### config.mk
export PLATFORM = sky130hd
export DESIGN_NAME = layer_sequencer
export DESIGN_NICKNAME = d
export VERILOG_FILES = /design/src/rtl/layer_sequencer.sv
export SDC_FILE = /design/constraint.sdc
export NUM_CORES = 1
export LEC_CHECK = 0
export CORE_UTILIZATION = 31
export CTS_BUF_LIST = sky130_fd_sc_hd__clkbuf_8
export CTS_CLUSTER_SIZE = 10
export DETAILED_ROUTE_END_ITERATION = 12
export PLACE_DENSITY = 0.65
export SKIP_LAST_GASP = 1
export SLEW_MARGIN = 10
export SYNTH_ARGS = -nofsm -noshare
export SYNTH_HDL_FRONTEND = slang
export SYNTH_SLANG_ARGS = --single-unit
### constraint.sdc
create_clock -name clk -period 4.6 [get_ports clk]
set_input_delay 0.69 -clock clk [delete_from_list [all_inputs] [get_ports clk]]
set_output_delay 0.69 -clock clk [all_outputs]
set_load 0.02 [all_outputs]
### src/rtl/layer_sequencer.sv
// Sequences NUM_STAGES compute layers through a one-hot start/done handshake, with a
// runtime skip mask, per-stage watchdog, abort, restart and a saturating run-cycle counter.
module layer_sequencer #(
    parameter int NUM_STAGES     = 18,
    parameter int IDX_W          = $clog2(NUM_STAGES),
    parameter int TIMEOUT_CYCLES = 0,
    parameter int CNT_W          = 32
) (
    input  logic                  clk,
    input  logic                  reset,
    input  logic                  start,
    input  logic                  abort,
    input  logic [NUM_STAGES-1:0] stage_en,
    input  logic [NUM_STAGES-1:0] stage_done,
    output logic [NUM_STAGES-1:0] stage_start,
    output logic                  busy,
    output logic                  done,
    output logic                  error,
    output logic [IDX_W-1:0]      cur_stage,
    output logic [IDX_W-1:0]      err_stage,
    output logic [CNT_W-1:0]      total_cycles
);

    localparam int WD_W = (TIMEOUT_CYCLES > 1) ? $clog2(TIMEOUT_CYCLES + 1) : 1;
    localparam logic [NUM_STAGES-1:0] ONE_HOT0 = NUM_STAGES'(1);

    typedef enum logic [2:0] {
        S_IDLE,
        S_RUN,
        S_GAP,
        S_FINISH,
        S_ERROR
    } state_t;

    state_t                state_q, state_d;
    logic [NUM_STAGES-1:0] mask_q, mask_d;
    logic [NUM_STAGES-1:0] start_q, start_d;
    logic                  busy_q, busy_d;
    logic                  done_q, done_d;
    logic                  error_q, error_d;
    logic [IDX_W-1:0]      cur_q, cur_d;
    logic [IDX_W-1:0]      err_q, err_d;
    logic [CNT_W-1:0]      total_q, total_d;
    logic [WD_W-1:0]       wd_q, wd_d;

    logic                  first_found, next_found;
    logic [IDX_W-1:0]      first_idx, next_idx;
    logic                  accept, honoured, timed_out;

    // Lowest enabled stage of a new run, and lowest latched stage above the current one.
    always_comb begin
        first_found = 1'b0;
        first_idx   = '0;
        next_found  = 1'b0;
        next_idx    = '0;
        for (int i = NUM_STAGES - 1; i >= 0; i--) begin
            if (stage_en[i]) begin
                first_found = 1'b1;
                first_idx   = IDX_W'(i);
            end
            if (mask_q[i] && (i > int'(cur_q))) begin
                next_found = 1'b1;
                next_idx   = IDX_W'(i);
            end
        end
    end

    // A zero watchdog marks the first RUN cycle, where a stale done level must be ignored.
    assign accept    = start && !abort &&
                       ((state_q == S_IDLE) || (state_q == S_FINISH) || (state_q == S_ERROR));
    assign honoured  = stage_done[cur_q] && (wd_q != '0);
    assign timed_out = (TIMEOUT_CYCLES > 0) && ((int'(wd_q) + 1) >= TIMEOUT_CYCLES);

    always_comb begin
        state_d = state_q;
        mask_d  = mask_q;
        start_d = start_q;
        busy_d  = busy_q;
        done_d  = done_q;
        error_d = error_q;
        cur_d   = cur_q;
        err_d   = err_q;
        total_d = total_q;
        wd_d    = wd_q;

        case (state_q)
            S_IDLE, S_FINISH, S_ERROR: begin
                if (accept) begin
                    mask_d  = stage_en;
                    total_d = '0;
                    done_d  = 1'b0;
                    error_d = 1'b0;
                    if (first_found) begin
                        state_d = S_RUN;
                        start_d = ONE_HOT0 << first_idx;
                        cur_d   = first_idx;
                        busy_d  = 1'b1;
                        wd_d    = '0;
                    end else begin
                        state_d = S_FINISH;
                        done_d  = 1'b1;
                    end
                end
            end
            S_RUN: begin
                if (honoured) begin
                    state_d = S_GAP;
                    start_d = '0;
                end else if (timed_out) begin
                    state_d = S_ERROR;
                    start_d = '0;
                    busy_d  = 1'b0;
                    error_d = 1'b1;
                    err_d   = cur_q;
                end else if (wd_q != '1) begin
                    wd_d = wd_q + 1'b1;
                end
            end
            S_GAP: begin
                if (next_found) begin
                    state_d = S_RUN;
                    start_d = ONE_HOT0 << next_idx;
                    cur_d   = next_idx;
                    wd_d    = '0;
                end else begin
                    state_d = S_FINISH;
                    busy_d  = 1'b0;
                    done_d  = 1'b1;
                end
            end
            default: begin
                state_d = S_IDLE;
                start_d = '0;
                busy_d  = 1'b0;
            end
        endcase

        if (abort) begin
            state_d = S_IDLE;
            start_d = '0;
            busy_d  = 1'b0;
            done_d  = 1'b0;
            error_d = 1'b0;
        end

        // The counter follows the registered busy flag; the accepting cycle only clears it.
        if (busy_d && !accept && (total_q != '1)) begin
            total_d = total_q + 1'b1;
        end
    end

    always_ff @(posedge clk or posedge reset) begin
        if (reset) begin
            state_q <= S_IDLE;
            mask_q  <= '0;
            start_q <= '0;
            busy_q  <= 1'b0;
            done_q  <= 1'b0;
            error_q <= 1'b0;
            cur_q   <= '0;
            err_q   <= '0;
            total_q <= '0;
            wd_q    <= '0;
        end else begin
            state_q <= state_d;
            mask_q  <= mask_d;
            start_q <= start_d;
            busy_q  <= busy_d;
            done_q  <= done_d;
            error_q <= error_d;
            cur_q   <= cur_d;
            err_q   <= err_d;
            total_q <= total_d;
            wd_q    <= wd_d;
        end
    end

    assign stage_start  = start_q;
    assign busy         = busy_q;
    assign done         = done_q;
    assign error        = error_q;
    assign cur_stage    = cur_q;
    assign err_stage    = err_q;
    assign total_cycles = total_q;

endmodule
# Word level (Yosys, flattened, before mapping)
# Index checks and enable logic that the tools add are counted.
[classes] n_lt_le_gt_ge=18 n_mux=110 n_eq_ne=14 n_addsub=2 shift=2 reduce_logical=43
[op_table] op="$mux W5" n=38
[op_table] op="$mux W32" n=3
[op_table] op="$mux W18" n=5
[op_table] op="$pmux W18 S3" n=1
[op_table] op="$mux W1" n=52
[op_table] op="$gt A4 B5 Y1 const A" n=8
[op_table] op="$shl A1 B5 Y18 const A" n=2
[op_table] op="$add A32 B1 Y32 const B" n=1
[op_table] op="$ne A32 B32 Y1 const B" n=1
[op_table] op="$logic_and A1 B1 Y1" n=22
[op_table] op="$gt A3 B5 Y1 const A" n=4
[op_table] op="$ne A3 B3 Y1 const B" n=5
[op_table] op="$gt A2 B5 Y1 const A" n=2
[op_table] op="$gt A5 B5 Y1 const A" n=2
[op_table] op="$pmux W5 S2" n=1
[op_table] op="$reduce_bool A2 Y1" n=5
[op_table] op="$mux W3" n=3
[op_table] op="$pmux W3 S3" n=1
[op_table] op="$ne A2 B2 Y1 const B" n=4
[op_table] op="$reduce_and A2 Y1" n=4
[op_table] op="$reduce_and A4 Y1" n=2
[op_table] op="$eq A3 B2 Y1 const B" n=2
[op_table] op="$lt A5 B6 Y1 const B" n=1
[op_table] op="$pmux W1 S3" n=2
[op_table] op="other kinds (14)" n=18
[word_totals] inputBits=40 output_inout_bits=63 reg_bits=80 wordCells=198

# Longest topological paths before layout
[logic_depth] word_depth=26 depth_mapped=11

# Worst setup path after synthesis
# Ideal clock, no wire load.
[synth_path] path_type="in2reg" start="in stage_en[8]" end="reg total_q[1], in the netlist total_cycles[1]" required_time_ns=4.464 t_arrival_ns=2.376 slack_ns=2.087 n_path_buf=2 path_stages=9 setup_ns=0.136 path_cell_list="or4_1 > nor2b_2 > nand4_1 > nand3_1 > a21boi_4 > buf_4 > buf_4 > nand3b_1 > a21oi_1"
[synth_between] elab_chain_cells=17 elab_cells_between_ends=19
[synth_lines] element="start, declared" line="13" rtl="input logic [NUM_STAGES-1:0] stage_en,"
[synth_lines] element="$mux W1 (*) (9 in series)" line="57" rtl="if (stage_en[i]) begin"
[synth_lines] element="$mux W1 (*)" line="93" rtl="if (first_found) begin"
[synth_lines] element="$mux W1 (*)" line="88" rtl="if (accept) begin"
[synth_lines] element="$pmux W1 S3 (*)" line="86" rtl="case (state_q)"
[synth_lines] element="$mux W1 (*)" line="138" rtl="if (abort) begin"
[synth_lines] element="$logic_and A1 B1 Y1 (*) (2 in series)" line="147" rtl="if (busy_d && !accept && (total_q != '1)) begin"
[synth_lines] element="$reduce_bool A2 Y1 (no source line)"
[synth_lines] element="$reduce_and A2 Y1 (no source line)"
[synth_lines] element="end signal, assigned" line="173" rtl="total_q <= total_d;"
[synth_lines] element="end, declared" line="43" rtl="logic [CNT_W-1:0] total_q, total_d;"
# Mark *: on every way between the ends. The rest lies on a longest branch, timed or not.
# A chain may end at the register's enable or synchronous reset.

# Worst setup path after layout
[layout_path] start="in stage_en[8]" end="reg total_q[2], in the netlist total_cycles[2]"
# Same word-level chain as after synthesis.

==> results.json <==
{
  "finClkSkew_ps": 12.88,
  "max_freq_mhz": 346.5,
  "seq_area_um2": 1927,
  "synth-simple-area-share": 0.2944,
  "rsz0062_at_grt": "false",
  "grt_antenna_before_repair": 1,
  "num_vias": 4615,
  "crit_fanout": 34,
  "worst_hold_path.endpoint": "mask_q[11]",
  "relSlewSlack": 0.3935,
  "cts_made_buffers": 9,
  "worst_skew_pair.late_latency_ps": 370,
  "synth.avg_cell_area_um2": 8.777,
  "synth_warnings": 0,
  "grt-ovfl-total": 0,
  "firstDrtPassIters": 5,
  "maxSlewViolCount": 0,
  "setup_tns_ps": 0,
  "start_kind": "primary input",
  "design_area_um2": 6120,
  "reg2reg_slack_ps": 1730,
  "cts_hold_buf": 0,
  "peakVddDrop_mv": 0.2116,
  "design.die.area_um2": 16160,
  "track_usage": 0.1795,
  "synth_ff_type": "dfrtp_1",
  "cpMaxStageDelayCell": "or4_1",
  "gp_congestion": 0.8870,
  "criticalPathCategory": "primary input to flip-flop",
  "syn_inst": 553,
  "ff2ff_path_depth": 7,
  "status": "complete, no violations",
  "path_cells": "clkdlybuf4s50_1 -> or4_1 -> nor2b_2 -> nand4_1 -> nand3_1 -> a21boi_4 -> buf_4 -> nand3b_1 -> mux2i_1",
  "cts_resized": 0,
  "syn_area_um2": 4853,
  "synth_edf_count": 0,
  "synth_top_family_by_area": "simple AND/OR/NAND/NOR gates",
  "synth.distinct_cells": 76,
  "clkTransAtPathRegs_ps": 80,
  "min_from": "mask_q[11]",
  "wl_per_cell_um": 16.14,
  "core_area_um2": 15260,
  "syn_to_final_growth_pct": 26.09,
  "cp.arrival_ps": 3190,
  "ys_seq_area_frac": 0.3970,
  "max_cap_viol_count": 0,
  "grt_pass1_wl_um": 23070,
  "rows": 45,
  "drcViolationCount": 0,
  "synth_compound_area_frac": 0.1962,
  "die_width_um": 127.1,
  "place_area_um2": 5919,
  "clk_path_buf_depth": 2,
  "setup_viol": 0,
  "insertedDiodeCount": 0,
  "multiInputGateArea_um2": 2640,
  "async_flop_share": 1.000,
  "initial_utilization": 0.3181,
  "drt-total-wl_um": 13700,
  "period_share": 0.6274,
  "io_buffers": 96,
  "layout-drive-gt1-share": 0.08150,
  "grt_max_degree": 51,
  "endpoint_kind": "flip-flop",
  "ios": 103,
  "nNetsFinal": 678,
  "drt_iter0_markers": 254,
  "pwr_density_cell_nw_per_um2": 413.5,
  "p_leak_nw": 2.408,
  "fill_cells": 1504,
  "cts_root_buf": "clkbuf_8",
  "drtAntennaViolNets": 0,
  "synthAdderAreaFrac": 0.007734,
  "grt_pass1_vias": 4637,
  "synth_xor_area_frac": 0,
  "clock_sinks": 77,
  "cts_setup_buffers": 0,
  "worst_slew_pin_slew_ps": 909.7,
  "reg2reg_to": "stage_start[11]",
  "synthMuxAreaShare": 0.04047,
  "timing.final.crit_period_ps": 2886,
  "slowest_delay_ps": 570,
  "die_h_um": 127.1,
  "cts.htree.levels": 3,
  "rr_startpoint": "cur_stage[3]",
  "hold_path_class": "flip-flop to flip-flop",
  "via_per_inst": 5.436,
  "place.detailed.hpwl_um": 9951,
  "hold_depth": 2,
  "tritoncts": "done",
  "ys_seq_elements": 77,
  "cp-startpoint": "stage_en[8]",
  "hold_viol_final": 0,
  "required_ps": 4900
}
[metrics by stage]
| step | cells | hold WS [ps] | power [mW] | worst slack [ps] | util |
|---|---|---|---|---|---|
| after floorplan | 558 | 437.9 | 1.738 | 1943 | - |
| after global placement | 835 | 462.7 | 1.973 | 1408 | 0.3879 |
| after detailed placement | 835 | 462.0 | 2.005 | 1344 | 0.3879 |
| after CTS | 849 | 479.8 | 2.543 | 1736 | 0.4010 |
| after global routing | 849 | 510.4 | 2.706 | 1444 | 0.4011 |
| final | 849 | 476.9 | 2.530 | 1714 | 0.4011 |
[power breakdown]
part	leakage [nW]	total [mW]	switching, mW	internal, mW
sequential	1.04	0.951	0.158	0.793
combinational	1.26	1.04	0.605	0.440
clock	0.106	0.534	0.246	0.288
total	2.41	2.53	1.01	1.52
[cell usage after synthesis, drive strengths merged (13+ instances only)]
library cell / n / area, um^2
nor2: 34 / 130.1
nand4: 14 / 106.4
nor3: 13 / 80.08
dfrtp: 77 / 1927
o21ai: 38 / 190.2
or4: 20 / 150.1
inv: 20 / 75.07
buf: 23 / 180.2
nand2: 90 / 340.3
nand3: 23 / 115.1
clkbuf: 14 / 52.55
o31ai: 17 / 127.6
or3: 17 / 111.4
a21oi: 27 / 135.1
[cell families after synthesis]
kind of cell,count (synthesis)
muxes,15
DFF,77
adders and majority gates,3
AOI/OAI and AO/OA,136
buffers and inverters,57
and+or+nand+nor,264
other,1
[placed cells by master, fill, tap and decap left out, types with 12 or more instances in the layout]
cell	Yosys	routed
a21oi_1	27	27
o31ai_1	17	17
o21ai_1	13	13
o21ai_0	25	25
nor2_1	33	32
inv_1	20	20
or4_1	20	20
clkbuf_8	0	12
clkdlybuf4s50_1	0	96
or3_1	16	16
dfrtp_1	77	77
nand2_1	89	89
nand3_1	23	23
[registers in the layout, indices dropped and copies added, names as in the netlist]
signal and count:
total_cycles 32, stage_start 18, mask_q 17, cur_stage 5
state_q 2, busy 1, done 1, wd_q 1
[worst max path at each step]
stage | endpoint | cells past startpoint
5_1_grt | stage_start[11] | 7
3_5_place_dp | stage_start[14] | 8
4_1_cts | stage_start[11] | 7
3_3_place_gp | total_cycles[2] | 9
2_1_floorplan | busy | 1
6_report | total_cycles[2] | 9
[per-layer routing]
layer	track usage	vias up	routed length [um]
li1	-	2193	-
met1	0.2280	2197	5933
met2	0.2912	195	6321
met3	0.03811	28	1021
met4	0.08613	2	411
met5	0	-	13
[critical path: cells and delay by family]
| kind | cells | cell delay, ps |
|---|---|---|
| AO/OA/AOI/OAI | 1 | 190 |
| buffers and inverters | 2 | 760 |
| multiplexers | 1 | 180 |
| AND/OR/NAND/NOR | 5 | 1360 |
[area by class of cell]
type                    instances  share of cell area
clock buffers                  12             0.02699
clock inverters                 2            0.005520
inverters                      20             0.01247
multi-input cells             424              0.4314
flip-flops and latches         77              0.3149
well taps                     211             0.04314
repair buffers                103              0.1656
Power figures use the tool's default switching activity.
